`config.mk`:
```
export PLATFORM = sky130hd
export DESIGN_NAME = cgol_engine
export DESIGN_NICKNAME = d
export VERILOG_FILES = /design/src/rtl/cgol_pkg.sv /design/src/rtl/cgol_rule.sv /design/src/rtl/cgol_engine.sv
export SDC_FILE = /design/constraint.sdc
export NUM_CORES = 1
export LEC_CHECK = 0
export ABC_AREA = 1
export CAP_MARGIN = 20
export CORE_MARGIN = 2
export CORE_UTILIZATION = 45
export DETAILED_ROUTE_END_ITERATION = 10
export PLACE_DENSITY = 0.71
export SLEW_MARGIN = 20
export SYNTH_ARGS = -nofsm -noshare
export SYNTH_HDL_FRONTEND = slang
export SYNTH_SLANG_ARGS = --single-unit
```
`constraint.sdc`:
```
create_clock -name clk -period 3.4 [get_ports clk]
set_input_delay 0.68 -clock clk [delete_from_list [all_inputs] [get_ports clk]]
set_output_delay 0.68 -clock clk [all_outputs]
set_load 0.01 [all_outputs]
```
`src/rtl/cgol_pkg.sv`:
```
// rtl/cgol_pkg.sv - shared types, window slot constants, default rule masks and wrap helpers
package cgol_pkg;

    typedef enum logic [2:0] {
        IDLE,
        FETCH,
        WAIT,
        EVAL,
        WRITE,
        DONE
    } state_t;

    // Window slots are numbered row-major over (dr,dc) in {-1,0,+1}^2
    localparam logic [3:0] SLOT_FIRST     = 4'd0;
    localparam logic [3:0] SLOT_TOP_RIGHT = 4'd2;
    localparam logic [3:0] SLOT_CENTRE    = 4'd4;
    localparam logic [3:0] SLOT_LAST      = 4'd8;

    // Conway's B3/S23
    localparam logic [8:0] MASK_B3  = 9'b000001000;
    localparam logic [8:0] MASK_S23 = 9'b000001100;

    // Toroidal increment by compare/select: limit-1 wraps to 0
    function automatic logic [31:0] wrap_inc(input logic [31:0] value, input logic [31:0] limit);
        return (value == limit - 32'd1) ? 32'd0 : value + 32'd1;
    endfunction

    // Toroidal decrement by compare/select: 0 wraps to limit-1
    function automatic logic [31:0] wrap_dec(input logic [31:0] value, input logic [31:0] limit);
        return (value == 32'd0) ? limit - 32'd1 : value - 32'd1;
    endfunction

endpackage

```
`src/rtl/cgol_rule.sv`:
```
// rtl/cgol_rule.sv - combinational birth/survive rule over a 3x3 window
module cgol_rule
    import cgol_pkg::*;
#(
    parameter logic [8:0] BIRTH_MASK   = MASK_B3,
    parameter logic [8:0] SURVIVE_MASK = MASK_S23
) (
    input  logic [8:0] window,
    output logic       next_state,
    output logic [3:0] count
);

    // Count the eight neighbours, then look the result up in the mask for the centre's state
    always_comb begin
        count = 4'd0;
        for (int i = 0; i < 9; i++) begin
            if (i != int'(SLOT_CENTRE)) begin
                count = count + 4'(window[i]);
            end
        end
        next_state = window[SLOT_CENTRE] ? SURVIVE_MASK[count] : BIRTH_MASK[count];
    end

endmodule

```
`src/rtl/cgol_engine.sv`:
```
// rtl/cgol_engine.sv - Game of Life generation engine; CGOL_WINDOW_REUSE_EN enables column window reuse
module cgol_engine
    import cgol_pkg::*;
#(
    parameter int          ROWS         = 8,
    parameter int          COLS         = 8,
    parameter logic [8:0]  BIRTH_MASK   = MASK_B3,
    parameter logic [8:0]  SURVIVE_MASK = MASK_S23,
    parameter int          GEN_W        = 16,
    parameter int          ADDR_W       = $clog2(ROWS * COLS)
) (
    input  logic              clk,
    input  logic              rst_n,
    input  logic              i_start,
    output logic              o_rd_en,
    output logic [ADDR_W-1:0] o_rd_addr,
    input  logic              i_rd_valid,
    input  logic              i_rd_data,
    output logic              o_wr_en,
    output logic [ADDR_W-1:0] o_wr_addr,
    output logic              o_wr_data,
    input  logic              i_wr_ready,
    output logic              o_busy,
    output logic              o_done,
    output logic [GEN_W-1:0]  o_gen_count,
    output logic [ADDR_W:0]   o_live_count
);

    localparam int RW = $clog2(ROWS);
    localparam int CW = $clog2(COLS);
`ifdef CGOL_WINDOW_REUSE_EN
    localparam bit REUSE = 1'b1;
`else
    localparam bit REUSE = 1'b0;
`endif

    state_t          state;
    logic [RW-1:0]   row;
    logic [CW-1:0]   col;
    logic [3:0]      slot;
    logic [8:0]      window;
    logic [ADDR_W:0] acc;

    logic            col_last;
    logic            row_last;
    logic [CW-1:0]   col_nxt;
    logic [RW-1:0]   row_nxt;
    logic [3:0]      slot_step;
    logic [3:0]      cell_slot;
    logic [ADDR_W-1:0] addr_same_cell;
    logic [ADDR_W-1:0] addr_next_cell;
    logic [ADDR_W-1:0] addr_cell;
    logic            next_bit;
    logic [3:0]      nbr_count_unused;

    // Board address of a window slot around cell (r,c), wrapping at the board edges
    function automatic logic [ADDR_W-1:0] slot_addr(input logic [RW-1:0] r, input logic [CW-1:0] c,
                                                    input logic [3:0] s);
        logic [RW-1:0] rr;
        logic [CW-1:0] cc;
        if (s < 4'd3)      rr = RW'(wrap_dec(32'(r), ROWS));
        else if (s < 4'd6) rr = r;
        else               rr = RW'(wrap_inc(32'(r), ROWS));
        case (s)
            4'd0, 4'd3, 4'd6: cc = CW'(wrap_dec(32'(c), COLS));
            4'd2, 4'd5, 4'd8: cc = CW'(wrap_inc(32'(c), COLS));
            default:          cc = c;
        endcase
        return ADDR_W'(32'(rr) * COLS + 32'(cc));
    endfunction

    // Next-cell position and the read addresses the FSM may issue next
    always_comb begin
        col_last       = (32'(col) == COLS - 1);
        row_last       = (32'(row) == ROWS - 1);
        col_nxt        = CW'(wrap_inc(32'(col), COLS));
        row_nxt        = col_last ? RW'(wrap_inc(32'(row), ROWS)) : row;
        // With reuse, cells past the first in a row only refill the right column
        slot_step      = (REUSE && col != '0) ? 4'd3 : 4'd1;
        cell_slot      = (REUSE && !col_last) ? SLOT_TOP_RIGHT : SLOT_FIRST;
        addr_same_cell = slot_addr(row, col, slot + slot_step);
        addr_next_cell = slot_addr(row_nxt, col_nxt, cell_slot);
        addr_cell      = ADDR_W'(32'(row) * COLS + 32'(col));
    end

    cgol_rule #(
        .BIRTH_MASK   (BIRTH_MASK),
        .SURVIVE_MASK (SURVIVE_MASK)
    ) u_rule (
        .window     (window),
        .next_state (next_bit),
        .count      (nbr_count_unused)
    );

    // Generation sequencer: fetch window, evaluate, write, advance; outputs registered on transitions
    always_ff @(posedge clk or negedge rst_n) begin
        if (!rst_n) begin
            state        <= IDLE;
            row          <= '0;
            col          <= '0;
            slot         <= '0;
            window       <= '0;
            acc          <= '0;
            o_rd_en      <= 1'b0;
            o_rd_addr    <= '0;
            o_wr_en      <= 1'b0;
            o_wr_addr    <= '0;
            o_wr_data    <= 1'b0;
            o_busy       <= 1'b0;
            o_done       <= 1'b0;
            o_gen_count  <= '0;
            o_live_count <= '0;
        end else begin
            case (state)
                IDLE: begin
                    if (i_start) begin
                        row       <= '0;
                        col       <= '0;
                        slot      <= SLOT_FIRST;
                        o_busy    <= 1'b1;
                        o_rd_en   <= 1'b1;
                        o_rd_addr <= slot_addr('0, '0, SLOT_FIRST);
                        state     <= FETCH;
                    end
                end
                FETCH: begin
                    o_rd_en <= 1'b0;
                    state   <= WAIT;
                end
                WAIT: begin
                    if (i_rd_valid) begin
                        window[slot] <= i_rd_data;
                        if (slot == SLOT_LAST) begin
                            state <= EVAL;
                        end else begin
                            slot      <= slot + slot_step;
                            o_rd_en   <= 1'b1;
                            o_rd_addr <= addr_same_cell;
                            state     <= FETCH;
                        end
                    end
                end
                EVAL: begin
                    o_wr_en   <= 1'b1;
                    o_wr_addr <= addr_cell;
                    o_wr_data <= next_bit;
                    state     <= WRITE;
                end
                WRITE: begin
                    if (i_wr_ready) begin
                        o_wr_en <= 1'b0;
                        acc     <= acc + (ADDR_W + 1)'(o_wr_data);
                        if (col_last && row_last) begin
                            o_done <= 1'b1;
                            state  <= DONE;
                        end else begin
                            col       <= col_nxt;
                            row       <= row_nxt;
                            slot      <= cell_slot;
                            o_rd_en   <= 1'b1;
                            o_rd_addr <= addr_next_cell;
                            state     <= FETCH;
                            // Shift the two known columns left; the right column is refetched
                            if (REUSE && !col_last) begin
                                window <= {window[8], window[8], window[7], window[5], window[5],
                                           window[4], window[2], window[2], window[1]};
                            end
                        end
                    end
                end
                DONE: begin
                    o_done       <= 1'b0;
                    o_gen_count  <= o_gen_count + GEN_W'(1);
                    o_live_count <= acc;
                    acc          <= '0;
                    o_busy       <= 1'b0;
                    state        <= IDLE;
                end
                default: state <= IDLE;
            endcase
        end
    end

endmodule

```
Word level (Yosys, flattened, before mapping) --
Memory sizes are Yosys's and may differ from the RTL's. Index checks and enable logic that the tools add are counted.
Operators by class: reductions and logical operators 25, mux-type cells 55, eq/ne operators 19, $add $sub $neg 19, order comparisons 5
Operators by type and width (count):
- 2-to-1 mux 3 bit | 18
- 2-to-1 mux 6 bit | 5
- adder 4 x 1 -> 4 bit | 6
- 2-to-1 mux 4 bit | 5
- adder 6 x 3 -> 6 bit | 3
- case mux 3 bit (2 select lines) | 3
- case mux 6 bit (3 select lines) | 1
- adder 16 x 1 -> 16 bit, second input constant | 1
- zero test 3 bit | 5
- case mux 3 bit (5 select lines) | 1
- case mux 7 bit (2 select lines) | 1
- equality test 3 bit, second input constant | 4
- 2-to-1 mux 1 bit | 12
- != test 2 bit, second input constant | 6
- case mux 4 bit (3 select lines) | 1
- AND reduction 6 bit | 2
- subtractor 3 x 1 -> 3 bit, second input constant | 4
- < comparator 4 x 5 -> 1 bit, second input constant | 2
- bitwise mux 9 bit | 1
- equality test 4 x 2 -> 1 bit, second input constant | 2
- equality test 4 x 3 -> 1 bit, second input constant | 2
- equality test 4 bit, second input constant | 2
- AND reduction 2 bit | 4
- nonzero test 2 bit | 4
- other kinds (21) | 28
Storage, ports and cells: register bits 69, memories kept 2, output and inout bits 40, logic and storage cells 140, bits of input ports 6, ROM bits 32
Memories:
- (name not given) | depth 16, bits a word 1, rd ports 1, clocked after memory_dff 0, wr ports 0, RTL line cgol_rule.sv:21 | next_state = window[SLOT_CENTRE] ? SURVIVE_MASK[count] : BIRTH_MASK[count];
- (name not given) | depth 16, bits a word 1, rd ports 1, clocked after memory_dff 0, wr ports 0, RTL line cgol_rule.sv:21

Longest topological paths before layout --
Gate-level depths: netlist of run 1.
word-level depth 10, depth in mapped cells 13, mapped depth without buffers 13

By module --
Synthesis of run 1 repeated with hierarchy kept, for this count alone.
Second synthesis, totals: cell total of the unflattened synthesis 457, area, all modules 3947.5 sq um
By module, submodules not included:
- cgol_engine | times used 1, cells each 428, seq. area each 1726.7 sq um, area each 3736.1 sq um
- cgol_rule | times used 1, cells each 29, seq. area each 0.0 sq um, area each 211.5 sq um

Worst setup path before layout of run 1 --
OpenSTA, ideal clock, no wires.
path kind register -> register, start register window[0], end register o_wr_data, path buffers 0, data required time 3.317 ns, setup time 0.083 ns, arrival time 2.756 ns, cell stages (with the launch flop) 12, setup slack 0.561 ns, period minus slack after synthesis 2.839 ns, cell sequence dfrtp_1 ha_1 inv_1 fa_1 fa_1 inv_1 fa_1 inv_1 fa_1 nor2_1 o21ai_0 o21ai_0
On the way: cells in the longest elaborated chain, start to end 10, elaborated cells between the ends (all ways) 12, those cells by class add/sub (7); mux (3); memory (2)
Ends and longest elaborated chain:
- from (decl) | RTL line cgol_engine.sv:41 | logic [8:0] window;
- from (signal, indexed assignment) | RTL line cgol_engine.sv:132 | window[slot] <= i_rd_data;
- from (signal assigned) | RTL line cgol_engine.sv:165 | window <= {window[8], window[8], window[7], window[5], window[5],
- adder 1 x 1 -> 2 bit (*) | RTL line cgol_rule.sv:18 | count = count + 4'(window[i]);
- adder 4 x 1 -> 4 bit (*) (6 in a row) | RTL line cgol_rule.sv:18
- memory read (16 x 1 bit)
- 2-to-1 mux 1 bit (not written as such) | RTL line cgol_rule.sv:21
- 2-to-1 mux 1 bit (*) | RTL line cgol_rule.sv:21
- to (signal assigned) | RTL line cgol_engine.sv:146 | o_wr_data <= next_bit;
- to (decl) | RTL line cgol_engine.sv:21 | output logic o_wr_data,
Mark *: on every way between the ends. The rest lies on a longest branch, timed or not. The select of a mux whose other input is x is not followed. A chain may end at the register's enable or synchronous reset.

Worst setup path after layout of run 1 --
Same ends and word-level chain as after synthesis.

==> impl_metrics.csv, run 1 <==
group,metric,value,unit
layout,area_delta_synth_final,19.2,%
worst_setup_path,slowest_stage,"fa_1",
sta,period_minus_slack,2980,ps
sta,slew_viol_final,0,
floorplan,dieArea,9250,sq um
global_route,overflow,0,
logic_synthesis,synth-main-ff-cell,"dfrtp_1",
sta,setup_viol,0,
place,io_buffers,45,
clock_network,cts-buffers-inserted,9,
layout,antenna_cells,0,
drt,drtIter0Drc,137,
worst_setup_path,critPathKind,"reg2reg",
floorplan,rows,33,
logic_synthesis,ys_types,42,
worst_setup_path,crit_path_start_kind,"flop",
logic_synthesis,yosysSeqAreaShare,45.1,%
worst_setup_path,cpPeakStageDelay,490,ps
pwr,vdd_drop_max,294,uV
logic_synthesis,ys_warn_count,0,
floorplan,die_w,96.2,um
layout,layout_common_cells,"nand2_1, dfrtp_1, inv_1",
worst_setup_path,path_max_fanout,2,
logic_synthesis,syn_area,3820,sq um
sta,finClkSkew,7.51,ps
pwr,power.density,663,nW/um^2
drt,remaining_drc_errors,0,
clock_network,h-tree-depth,3,
layout,fill_cells,763,
drt,via_per_inst,5.06,
drt,drtPass1Iterations,5,
sta,post-route-period-util,87.8,%
layout,drive_gt1_share,8.51,%
worst_setup_path,cp-end-kind,"flop",
clock_network,cts-root-buf,"clkbuf_8",
global_route,grt_pass1_wl,13400,um
logic_synthesis,synth_edf_count,0,
logic_synthesis,syn-num-nets,480,
worst_setup_path,cp.required,3670,ps
sta,slew_headroom,42.3,%
logic_synthesis,ys_ff_latch,69,
worst_setup_path,r2r_setup_slack,420,ps
worst_setup_path,crit_chain,"ha_1, inv_1, fa_1, fa_1, inv_1, fa_1, inv_1, fa_1, nor2_1, o21ai_0, o21ai_0",
drt,antenna_left,0,
clock_network,cts_resized,0,
sta,max_freq,335,MHz
sta,worst_pin_slew,865,ps
logic_synthesis,synthArstFlopShare,100,%
clock_network,post-cts-setup-buffers,0,
layout,final_common_cell,"nand2_1",
worst_setup_path,r2r_end,"o_wr_data",
sta,setup_tns,0,ps
pwr,leakagePower,2.19,nW
worst_setup_path,r2r_cells,11,
sta,rsz0062_at_grt,"false",
floorplan,die_height,96.2,um
floorplan,ios,46,
worst_setup_path,crit_path_frequent_cell,"fa_1",
drt,wl_per_cell,12.7,um
clock_network,clk_path_buf_depth,2,
hold_path,min_to,"acc[6]",
sta,finalHoldViolCount,0,
global_route,grt_max_degree,70,
floorplan,initial_utilization,46.6,%
outcome,outcome,"finished clean",
pwr,fin_total_pwr,3.02,mW
job,cap_violations,0,
logic_synthesis,syn_avg_cell_area,8.52,sq um
clock_network,clock_latency,350,ps
hold_path,hold_path_class,"reg2reg",
worst_setup_path,cp.arrival,3250,ps
clock_network,cts_hold_buffers,0,
clock_network,clock_sinks,69,
sta,whs,480,ps
worst_setup_path,r2r-start,"window[0]",
layout,final_nets,532,
drt,num_vias,3084,
global_route,track_usage,18.9,%
place,gp_congestion,0.878,
logic_synthesis,synthCells,449,
clock_network,path_clk_slew,80,ps
clock_network,cts_tree,"done",
hold_path,worstHoldStart,"acc[6]",
place,dp_hpwl,5630,um
floorplan,core,8220,sq um
drt,wirelength,7750,um
global_route,antenna_found_initial,0,
global_route,grt_pass1_vias,2972,
hold_path,worstHoldPathCells,1,
==> power by group <==
| part | leakage, nW | internal (mW) | switching (mW) | total, mW |
|---|---|---|---|---|
| Clock | 0.0919 | 0.331 | 0.314 | 0.645 |
| Combinational | 1.20 | 0.516 | 0.765 | 1.28 |
| Sequential | 0.893 | 0.970 | 0.129 | 1.10 |
| Total | 2.19 | 1.82 | 1.21 | 3.02 |
==> through the flow <==
step	util, %	worst slack (ps)	instances	cell area (sq um)
after floorplan	-	561	449	3820
after global placement	53.3	507	595	4380
after detailed placement	53.3	421	595	4380
after CTS	55.5	398	610	4560
after global routing	55.5	246	610	4560
final	55.5	416	610	4560
==> cell type report <==
| cell class | instances | area (sq um) | share of cell area [%] |
|---|---|---|---|
| well taps | 105 | 131 | 2.88 |
| flip-flops and latches | 69 | 1730 | 37.9 |
| clock inverters | 5 | 52.6 | 1.15 |
| repair buffers | 46 | 453 | 9.93 |
| clock buffers | 10 | 128 | 2.80 |
| multi-input cells | 306 | 1810 | 39.6 |
| inverters | 69 | 263 | 5.76 |
==> sequential cells by signal, indices dropped and copies added (netlist names) <==
signal	flops
window	9
o_rd_addr	6
slot	4
o_wr_en	1
state	3
o_done	1
col	3
row	3
o_gen_count	16
o_busy	1
o_rd_en	1
o_live_count	7
o_wr_addr	6
acc	7
o_wr_data	1
==> synth_stat cells (3+ instances only) <==
master,count,area share [%]
nor3_1,14,1.8
ha_1,21,6.9
o211ai_1,3,0.59
nand4_1,3,0.49
xnor2_1,8,1.8
a31oi_1,3,0.49
a21oi_1,18,2.4
o22ai_1,4,0.65
inv_2,3,0.29
nand3_1,22,2.9
fa_1,4,2.1
xor2_1,6,1.4
nor2_4,3,0.88
or2_1,4,0.65
nand2_1,90,8.8
o21ai_0,40,5.2
nand2_2,7,1.1
nand3_2,3,0.79
nor2_2,5,0.82
dfrtp_1,69,45
nor2_1,29,2.8
inv_1,64,6.3
==> metal layers <==
metal  global-route usage [%]  wire length, um  part of all wire, %
met2                     31.4             3630                   47
met1                     24.2             3610                   47
met4                     7.38              143                  1.8
met5                        0                0                    0
met3                     3.92              365                  4.7
==> cell families (layout without fill, tap and decap cells) <==
| logic type | Yosys count | count (layout) | share of synthesized area [%] |
|---|---|---|---|
| and+or+nand+nor | 189 | 189 | 23.7 |
| xor gates and xnor gates | 14 | 14 | 3.21 |
| AOI/OAI and AO/OA | 78 | 78 | 11.3 |
| buffers and inverters | 74 | 130 | 7.62 |
| DFF | 69 | 69 | 45.1 |
| adders and majority gates | 25 | 25 | 8.96 |
==> worst max path at each step <==
stage               startpoint        end  slack [ps]
finish               window[0]  o_wr_data         420
global route         window[0]  o_wr_data         250
CTS                  window[0]  o_wr_data         400
detailed placement   window[0]  o_wr_data         420
global placement     window[0]  o_wr_data         510
floorplan            window[0]  o_wr_data         560
==> critical path: cells and delay by family (launching register included) <==
| kind | cells | cell delay (ps) |
|---|---|---|
| compound gates | 2 | 240 |
| fa+ha+maj | 5 | 1990 |
| buf+inv | 3 | 200 |
| flops | 1 | 380 |
| simple gates | 1 | 100 |
No activity file was read; power rests on OpenSTA's default activity.
==> inputs of run 2 (changes only) <==
--- a/config.mk
+++ b/config.mk
@@ -11,6 +11,7 @@
 export CORE_UTILIZATION = 45
 export DETAILED_ROUTE_END_ITERATION = 10
 export PLACE_DENSITY = 0.71
+export REMOVE_ABC_BUFFERS = 1
 export SLEW_MARGIN = 20
 export SYNTH_ARGS = -nofsm -noshare
 export SYNTH_HDL_FRONTEND = slang
==> impl_metrics.csv, run 2 (synthesis gave the netlist of run 1 again) <==
group,metric,value,unit
layout,layout_common_cells,"nand2_1, dfrtp_1, inv_1",
drt,via_per_inst,5.03,
worst_setup_path,crit_path_start_kind,"flop",
worst_setup_path,cp-end-kind,"flop",
worst_setup_path,crit_path_frequent_cell,"fa_1",
pwr,leakagePower,2.20,nW
clock_network,cts_resized,0,
pwr,fin_total_pwr,3.07,mW
pwr,switching_share,39.4,%
clock_network,clock_sinks,69,
clock_network,clock_latency,350,ps
layout,largest_reg_flops,16,
worst_setup_path,cp.required,3670,ps
global_route,grt_max_degree,39,
clock_network,h-tree-depth,3,
global_route,track_usage,18.4,%
worst_setup_path,critPathKind,"reg2reg",
global_route,grt_pass1_wl,13300,um
global_route,overflow,0,
sta,whs,388,ps
clock_network,cts-root-buf,"clkbuf_8",
floorplan,rows,33,
drt,drtIter0Drc,104,
clock_network,path_clk_slew,80,ps
layout,antenna_cells,0,
worst_setup_path,slowest_stage,"fa_1",
sta,max_freq,334,MHz
drt,drtPass1Iterations,4,
floorplan,die_height,96.2,um
place,dp_hpwl,5660,um
floorplan,initial_utilization,46.6,%
sta,setup_tns,0,ps
worst_setup_path,r2r_cells,11,
floorplan,die_w,96.2,um
worst_setup_path,crit_chain,"ha_1, inv_1, fa_1, fa_1, inv_1, fa_1, inv_1, fa_1, nor2_1, o21ai_0, o21ai_0",
hold_path,hold_path_class,"in2async",
worst_setup_path,path_max_fanout,2,
sta,period_minus_slack,2990,ps
global_route,antenna_found_initial,0,
place,io_buffers,45,
sta,slew_headroom,50.8,%
worst_setup_path,cpPeakStageDelay,490,ps
layout,fill_cells,755,
sta,setup_viol,0,
floorplan,ios,46,
pwr,comb_power_share,41.5,%
drt,num_vias,3071,
floorplan,dieArea,9250,sq um
clock_network,clk_path_buf_depth,2,
pwr,power_switching,1.21,mW
layout,largestRegisters,"o_gen_count x16, window x9",
layout,top_register,"o_gen_count",
worst_setup_path,cp.arrival,3260,ps
sta,worst_pin_slew,738,ps
layout,drive_gt1_share,8.71,%
sta,post-route-period-util,88.0,%
pwr,power.density,668,nW/um^2
pwr,vdd_drop_max,278,uV
worst_setup_path,r2r_setup_slack,410,ps
outcome,outcome,"finished clean",
pwr,intPower,1.86,mW
clock_network,cts-buffers-inserted,9,
drt,wl_per_cell,12.6,um
floorplan,core,8220,sq um
global_route,grt_pass1_vias,2944,
clock_network,cts_tree,"done",
pwr,pwr-share-seq,35.9,%
layout,final_nets,532,
layout,final_common_cell,"nand2_1",
pwr,power_frac_clock,22.5,%
clock_network,post-cts-setup-buffers,0,
sta,finalHoldViolCount,0,
layout,area_delta_synth_final,20.1,%
job,cap_violations,0,
drt,antenna_left,0,
place,gp_congestion,0.812,
clock_network,cts_hold_buffers,0,
drt,remaining_drc_errors,0,
sta,slew_viol_final,0,
drt,wirelength,7680,um
sta,finClkSkew,11.4,ps
sta,rsz0062_at_grt,"false",
## run 2: area by class of cell
type | instances | area, sq um | area share [%]
timing repair buffer | 46 | 465 | 10.1
inverter | 69 | 263 | 5.72
sequential | 69 | 1730 | 37.6
clock inverter | 4 | 47.5 | 1.04
clock buffer | 11 | 151 | 3.30
tap | 105 | 131 | 2.86
multi-input combinational | 306 | 1810 | 39.3
## run 2: power groups by stage
stage / Clock [mW] / Combinational, mW / Sequential [mW]
floorplan: 0 / 0.844 / 1.13
global placement: 0 / 1.24 / 1.11
detailed placement: 0 / 1.28 / 1.12
CTS: 0.701 / 1.28 / 1.10
global route: 0.732 / 1.45 / 1.12
finish: 0.691 / 1.27 / 1.10
## run 2: routing by layer
layer | routed length (um) | track usage [%] | vias up
li1 | - | - | 1561
met1 | 3640 | 23.8 | 1444
met2 | 3660 | 30.7 | 56
met3 | 301 | 3.68 | 10
met4 | 82 | 5.83 | 0
met5 | 0 | 0 | -
## run 2: through the flow
step / instance area (sq um) / utilization, % / instances / setup WS [ps]
6_report: 4590 / 55.9 / 610 / 407
5_1_grt: 4590 / 55.9 / 610 / 259
4_1_cts: 4590 / 55.9 / 610 / 394
3_5_place_dp: 4390 / 53.5 / 595 / 405
3_3_place_gp: 4390 / 53.5 / 595 / 510
2_1_floorplan: 3800 / - / 444 / 557
## run 2: worst paths after layout
path	start	endpoint
worst max register to register	window[0]	o_wr_data
min in group clk	acc[6]	acc[6]
worst max-delay path	window[0]	o_wr_data
worst min-delay path	rst_n	o_live_count[2]
max in group asynchronous	rst_n	o_gen_count[7]
worst min register to register	acc[6]	acc[6]
## run 2: worst max-delay path, delay by kind of cell, from the launching register on
kind	cells	cell delay [ps]
AND/OR/NAND/NOR	1	100
AO/OA/AOI/OAI	2	240
adder cells (fa/ha/maj)	5	1990
flip-flops	1	390
buffers and inverters	3	210
==> inputs of run 3 (changes only) <==
--- a/config.mk
+++ b/config.mk
@@ -11,7 +11,6 @@
 export CORE_UTILIZATION = 45
 export DETAILED_ROUTE_END_ITERATION = 10
 export PLACE_DENSITY = 0.71
-export REMOVE_ABC_BUFFERS = 1
 export SLEW_MARGIN = 20
 export SYNTH_ARGS = -nofsm -noshare
 export SYNTH_HDL_FRONTEND = slang
==> results of run 3 <==
The final DEF is identical to that of run 1; final timing and power are the same.
